===== config.mk =====
export PLATFORM = sky130hd
export DESIGN_NAME = stack_tos
export DESIGN_NICKNAME = d
export VERILOG_FILES = /design/src/rtl/stack_tos_pkg.sv /design/src/rtl/stack_tos_ram.sv /design/src/rtl/stack_tos.sv
export SDC_FILE = /design/constraint.sdc
export NUM_CORES = 1
export LEC_CHECK = 0
export CAP_MARGIN = 20
export CORE_UTILIZATION = 50
export DETAILED_ROUTE_END_ITERATION = 8
export GPL_TIMING_DRIVEN = 0
export PLACE_DENSITY = 0.67
export SETUP_SLACK_MARGIN = 0.1
export SLEW_MARGIN = 5
export SYNTH_ARGS = -nofsm -noshare
export SYNTH_HDL_FRONTEND = slang
export SYNTH_HIERARCHICAL = 1
export SYNTH_SLANG_ARGS = --single-unit

===== constraint.sdc =====
create_clock -name clk -period 5.8 [get_ports clk]
set_clock_uncertainty 0.05 [all_clocks]
set_input_delay 1.16 -clock clk [delete_from_list [all_inputs] [get_ports clk]]
set_output_delay 1.16 -clock clk [all_outputs]
set_load 0.01 [all_outputs]

===== src/rtl/stack_tos_pkg.sv =====
// Shared definitions for the Sapho register-cached hardware stack.
// Stack op encodings and a minimum-1 clog2 helper.
package stack_tos_pkg;

  typedef enum logic [1:0] {
    OP_NONE,
    OP_PUSH,
    OP_POP,
    OP_REPL
  } stack_op_e;

  function automatic int clog2_min1(input int n);
    return (n <= 2) ? 1 : $clog2(n);
  endfunction

endpackage


===== src/rtl/stack_tos_ram.sv =====
// Backing store for stack entries below TOS.
// One write port, one sync read port with write-first bypass.
module stack_tos_ram #(
  parameter int NBITS  = 32,
  parameter int NADDR  = 4,
  parameter int NWORDS = 15
) (
  input  logic             clk,
  input  logic             rst,
  input  logic             we,
  input  logic [NADDR-1:0] waddr,
  input  logic [NBITS-1:0] wdata,
  input  logic             re,
  input  logic [NADDR-1:0] raddr,
  output logic [NBITS-1:0] rdata
);

  logic [NBITS-1:0] mem [NWORDS];

  always_ff @(posedge clk) begin
    if (we) mem[waddr] <= wdata;
  end

  // Output register doubles as the NOS register.
  always_ff @(posedge clk) begin
    if (rst) begin
      rdata <= '0;
    end else if (re) begin
      if (we && (waddr == raddr)) rdata <= wdata;
      else rdata <= mem[raddr];
    end
  end

endmodule


===== src/rtl/stack_tos.sv =====
// Hardware stack with TOS/NOS in registers, deeper entries in RAM.
// One push/pop/replace per clock; optional circular overwrite when full.
module stack_tos
  import stack_tos_pkg::*;
#(
  parameter int NBITS = 32,
  parameter int DEPTH = 16,
  parameter int NADDR = clog2_min1(DEPTH),
  parameter int WRAP  = 0
) (
  input  logic             clk,
  input  logic             rst,
  input  logic             push,
  input  logic             pop,
  input  logic [NBITS-1:0] din,
  input  logic             flush,
  input  logic             clr_err,
  output logic [NBITS-1:0] tos,
  output logic [NBITS-1:0] nos,
  output logic [NADDR:0]   count,
  output logic             empty,
  output logic             full,
  output logic             ovf,
  output logic             unf
);

  localparam int NWORDS = DEPTH - 1;
  localparam logic [NADDR-1:0] LAST = NADDR'(NWORDS - 1);
  localparam logic [NADDR:0] FULL_CNT = (NADDR + 1)'(DEPTH);
  localparam bit WRAP_EN = (WRAP != 0);

  function automatic logic [NADDR-1:0] wp_inc(
    input logic [NADDR-1:0] a
  );
    return (a == LAST) ? '0 : a + NADDR'(1);
  endfunction

  function automatic logic [NADDR-1:0] wp_dec(
    input logic [NADDR-1:0] a
  );
    return (a == '0) ? LAST : a - NADDR'(1);
  endfunction

  stack_op_e        op;
  logic [NADDR-1:0] wp;
  logic [NADDR-1:0] wp_next;
  logic [NADDR:0]   count_next;
  logic [NBITS-1:0] tos_next;
  logic             do_push;
  logic             do_pop;
  logic             do_repl;
  logic             ovf_set;
  logic             unf_set;

  assign empty = (count == '0);
  assign full  = (count == FULL_CNT);

  always_comb begin
    op = OP_NONE;
    unique case (1'b1)
      push && pop:  op = OP_REPL;
      push && !pop: op = OP_PUSH;
      pop && !push: op = OP_POP;
      default:      op = OP_NONE;
    endcase
  end

  always_comb begin
    do_push = !flush && (op == OP_PUSH) && (!full || WRAP_EN);
    do_pop  = !flush && (op == OP_POP) && !empty;
    do_repl = !flush && (op == OP_REPL) && !empty;
    ovf_set = !flush && (op == OP_PUSH) && full;
    unf_set = !flush && ((op == OP_POP) || (op == OP_REPL)) && empty;
  end

  always_comb begin
    wp_next    = wp;
    count_next = count;
    tos_next   = tos;
    if (flush) begin
      wp_next    = '0;
      count_next = '0;
    end else if (do_push) begin
      wp_next  = wp_inc(wp);
      tos_next = din;
      if (!full) count_next = count + (NADDR + 1)'(1);
    end else if (do_pop) begin
      wp_next    = wp_dec(wp);
      tos_next   = nos;
      count_next = count - (NADDR + 1)'(1);
    end else if (do_repl) begin
      tos_next = din;
    end
  end

  always_ff @(posedge clk) begin
    if (rst) begin
      wp    <= '0;
      count <= '0;
      tos   <= '0;
      ovf   <= 1'b0;
      unf   <= 1'b0;
    end else begin
      wp    <= wp_next;
      count <= count_next;
      tos   <= tos_next;
      ovf   <= ovf_set | (ovf & ~clr_err);
      unf   <= unf_set | (unf & ~clr_err);
    end
  end

  // Read address tracks the entry that will sit below the new TOS.
  stack_tos_ram #(
    .NBITS (NBITS),
    .NADDR (NADDR),
    .NWORDS(NWORDS)
  ) u_ram (
    .clk  (clk),
    .rst  (rst),
    .we   (do_push),
    .waddr(wp),
    .wdata(tos),
    .re   (do_push | do_pop),
    .raddr(wp_dec(wp_next)),
    .rdata(nos)
  );

endmodule


==> out/metrics.yaml <==
cells_and_area:
  drive_above_1_share_pct: 20.3
  layout_commonest_cell: "edfxtp_1"
  final_cell_mix: "edfxtp_1 (480), mux2i_1 (115), clkdlybuf4s50_1 (109)"
  area_growth_pct: 18.3
  fillCellCount: 3346
  diodes: 0
  design_area_um2: 26700
  nets: 1555
  fin_util_pct: 60.2
timing:
  fin_ws_ns: 0.530
  max_freq_mhz: 190
  finalCriticalPeriod_ns: 5.27
  rsz0062_at_grt: "no"
  worst_slew_pin_slew_ns: 0.994
  slew_headroom_pct: 33.7
  finalCritPeriodShare_pct: 90.9
  finalMaxSlewViolations: 0
  hold_violations: 0
  setup_viol: 0
clock_tree:
  tritoncts.num_buffers: 55
  cts_tree: "built"
  postCtsHoldBufs: 0
  htree_levels: 2
  insertion_delay_ns: 0.60
  path_clk_slew_ns: 0.06
  clock_tree.root_cell: "clkbuf_16"
  postCtsSetupRepairBufs: 0
  cts_max_path_buffers: 3
  clock-sinks: 555
worst_setup_path:
  critPathBufInv: 5
  crit_end: "u_ram/rdata[10]$_SDFFE_PP0P_"
  reg2reg_setup_slack_ns: 0.99
  slowest_delay_ns: 0.56
  critPathTopFamily: "compound AO/OA/AOI/OAI gates"
  worstPathRequired_ns: 6.19
  regToRegEndpoint: "u_ram/rdata[10]$_SDFFE_PP0P_"
  path_cells: "clkdlybuf4s50_1 > nor3b_2 > a21boi_4 > o311ai_1 > inv_1 > ha_1 > o21ai_0 > a22oi_1 > buf_4 > buf_2 > buf_4 > mux2i_1 > nor2_1 > a311oi_1 > a2111oi_1"
  start_kind: "input port"
  critPathLaunch: "push"
  cp.arrival_ns: 5.66
  cp.depth: 15
  slowest_stage: "a22oi_1"
  cp_max_fo: 13
  crit_path_frequent_cell: "buf_4"
  r2r_start: "wp[0]$_SDFF_PP0_"
  r2r_cells: 14
  cp-end-kind: "register"
  worstSetupPathType: "input port to register"
die:
  die-area_um2: 46000
  rows: 77
  fp.coreArea_um2: 44300
  ios: 111
  start_util_pct: 50.9
  die_y_um: 214
  die_width_um: 214
placed_design:
  port-buffer-count: 109
  place_area_um2: 24900
  place_ws_ns: -0.718
  dp_hpwl_um: 37400
  finalWeightedCongestion: 0.838
detailed_routing:
  via_count: 12863
  ant_nets: 0
  vias_per_cell: 5.99
  finalWirelength_um: 57100
  drc: 0
  drt-initial-drc-count: 1099
  wire_per_inst_um: 26.6
  drtPass1Iterations: 5
yosys:
  seq_area_frac_synth_pct: 70.5
  syn_area_um2: 22600
  syn_inst: 1314
  synth-main-ff-cell: "edfxtp_1"
  synth_edf_count: 480
  synth_area_per_cell_um2: 17.2
  synthesis.nets: 1361
  synth-seq-cells: 555
  synthArstFlopShare_pct: 0
  synth.distinct_cells: 66
  ys_warn_count: 6
global_route:
  grt_pass1_wl_um: 83800
  gr-total-overflow: 0
  grt_max_degree: 22
  grt_pass1_vias: 12889
  antenna_found_initial: 0
  track_usage_pct: 24.9
power:
  powerDensity_nw_per_um2: 338
  p_leak_nw: 8.93
  ir_drop_mv: 0.271
  p_total_mw: 9.03
hold_path:
  hp-class: "register to register"
  hold_path_depth: 2
outcome:
  status: "completed"
flow_run:
  drv_cap: 0
## metrics by stage
step	cells	setup TNS [ns]	hold WS (ns)
floorplan	1314	0	0.463
global placement	2015	-665.22	0.421
detailed placement	2043	-13.93	0.436
CTS	2147	0	0.452
global route	2147	0	0.462
finish	2147	0	0.447
## cells by family after synthesis
family                   synth area share [%]
flip-flops                               70.5
AND/OR/NAND/NOR                          4.38
multiplexers                             13.8
AO/OA/AOI/OAI                            7.08
buffers and inverters                    3.29
XOR/XNOR                                0.349
adder cells (fa/ha/maj)                 0.532
## layout make-up
type | instances | area [um2] | area share [%]
buffer | 86 | 616 | 2.31
clock buffer | 85 | 1630 | 6.11
clock inverter | 19 | 161 | 0.605
inverter | 35 | 131 | 0.492
multi-input combinational | 638 | 6020 | 22.6
sequential | 555 | 15900 | 59.6
tap | 592 | 741 | 2.77
timing repair buffer | 137 | 1480 | 5.53
## per-layer routing
| layer | track usage, % | wire (um) | up-vias |
|---|---|---|---|
| li1 | - | - | 5597 |
| met1 | 34.4 | 23900 | 6661 |
| met2 | 40.5 | 27400 | 489 |
| met3 | 4.10 | 3710 | 116 |
| met4 | 8.38 | 1980 | 0 |
| met5 | 0 | 0 | - |
## worst reg2reg max path, cell delays in order (launching register included)
cell	delay, ns
dfxtp_1	0.40
inv_1	0.17
ha_1	0.22
nor4bb_1	0.55
nor4_1	0.10
a2111oi_0	0.43
nand2_1	0.24
a22oi_1	0.64
buf_4	0.33
buf_2	0.38
buf_4	0.33
mux2i_1	0.24
nor2_1	0.05
a311oi_1	0.40
a2111oi_1	0.11
## synthesized netlist by cell type, types with 2 or more instances
master     number  area [um2]
o221a_1         7        78.8
o22ai_1         3        18.8
a2111oi_1      11         110
mux2_2         15         169
or3_1           3        18.8
a32oi_1         2        17.5
nand2b_1        6        37.5
dfxtp_1        75        1500
a21o_1          2        15.0
a2111oi_2      12         180
nor4_1          3        18.8
nor3_1         18        90.1
buf_4           6        45.0
a311oi_1       11        96.3
xnor2_1         9        78.8
o211a_1         9        90.1
and3_1          2        12.5
nor2_1        114         428
mux2i_1       115        1150
edfxtp_1      480       14400
a22oi_1         2        15.0
o211ai_1       14         105
a21oi_1        28         140
nand3b_1        2        15.0
mux4_2         80        1800
buf_6           8        90.1
nand3_1         3        15.0
inv_1          34         128
a31oi_1         4        25.0
nor3b_1         2        15.0
o211ai_2       10         125
buf_2          34         170
o21ai_1         3        15.0
o221ai_1        5        43.8
buf_1           2        7.51
o21ai_0        12        60.1
ha_1            8         100
a211oi_1       44         330
clkbuf_1       24        90.1
nor2b_1        18         113
buf_12          9         180
nand2_1        39         146
or2_2           3        18.8
## registers in the layout (all words and copies together), names as in the netlist
register     cells
u_ram/rdata     32
unf              1
tos             32
count            5
u_ram/mem      480
wp               4
ovf              1
## timing repair
item	4_1_cts	5_1_grt
endpoints found under the setup margin	9	26
resized for setup	2	7
pin swaps	0	0
## where the power goes
part	switching, mW	internal, mW
Combinational	0.542	0.463
Clock	1.47	2.02
Sequential	0.115	4.42
## worst min path at each step
stage	from	slack, ns	to
2_1_floorplan	unf$_SDFF_PP0_	0.46	unf$_SDFF_PP0_
3_3_place_gp	unf$_SDFF_PP0_	0.42	unf$_SDFF_PP0_
3_5_place_dp	unf$_SDFF_PP0_	0.44	unf$_SDFF_PP0_
4_1_cts	unf$_SDFF_PP0_	0.45	unf$_SDFF_PP0_
5_1_grt	unf$_SDFF_PP0_	0.46	unf$_SDFF_PP0_
6_report	unf$_SDFF_PP0_	0.45	unf$_SDFF_PP0_
No activity file was read; power rests on OpenSTA's default activity.
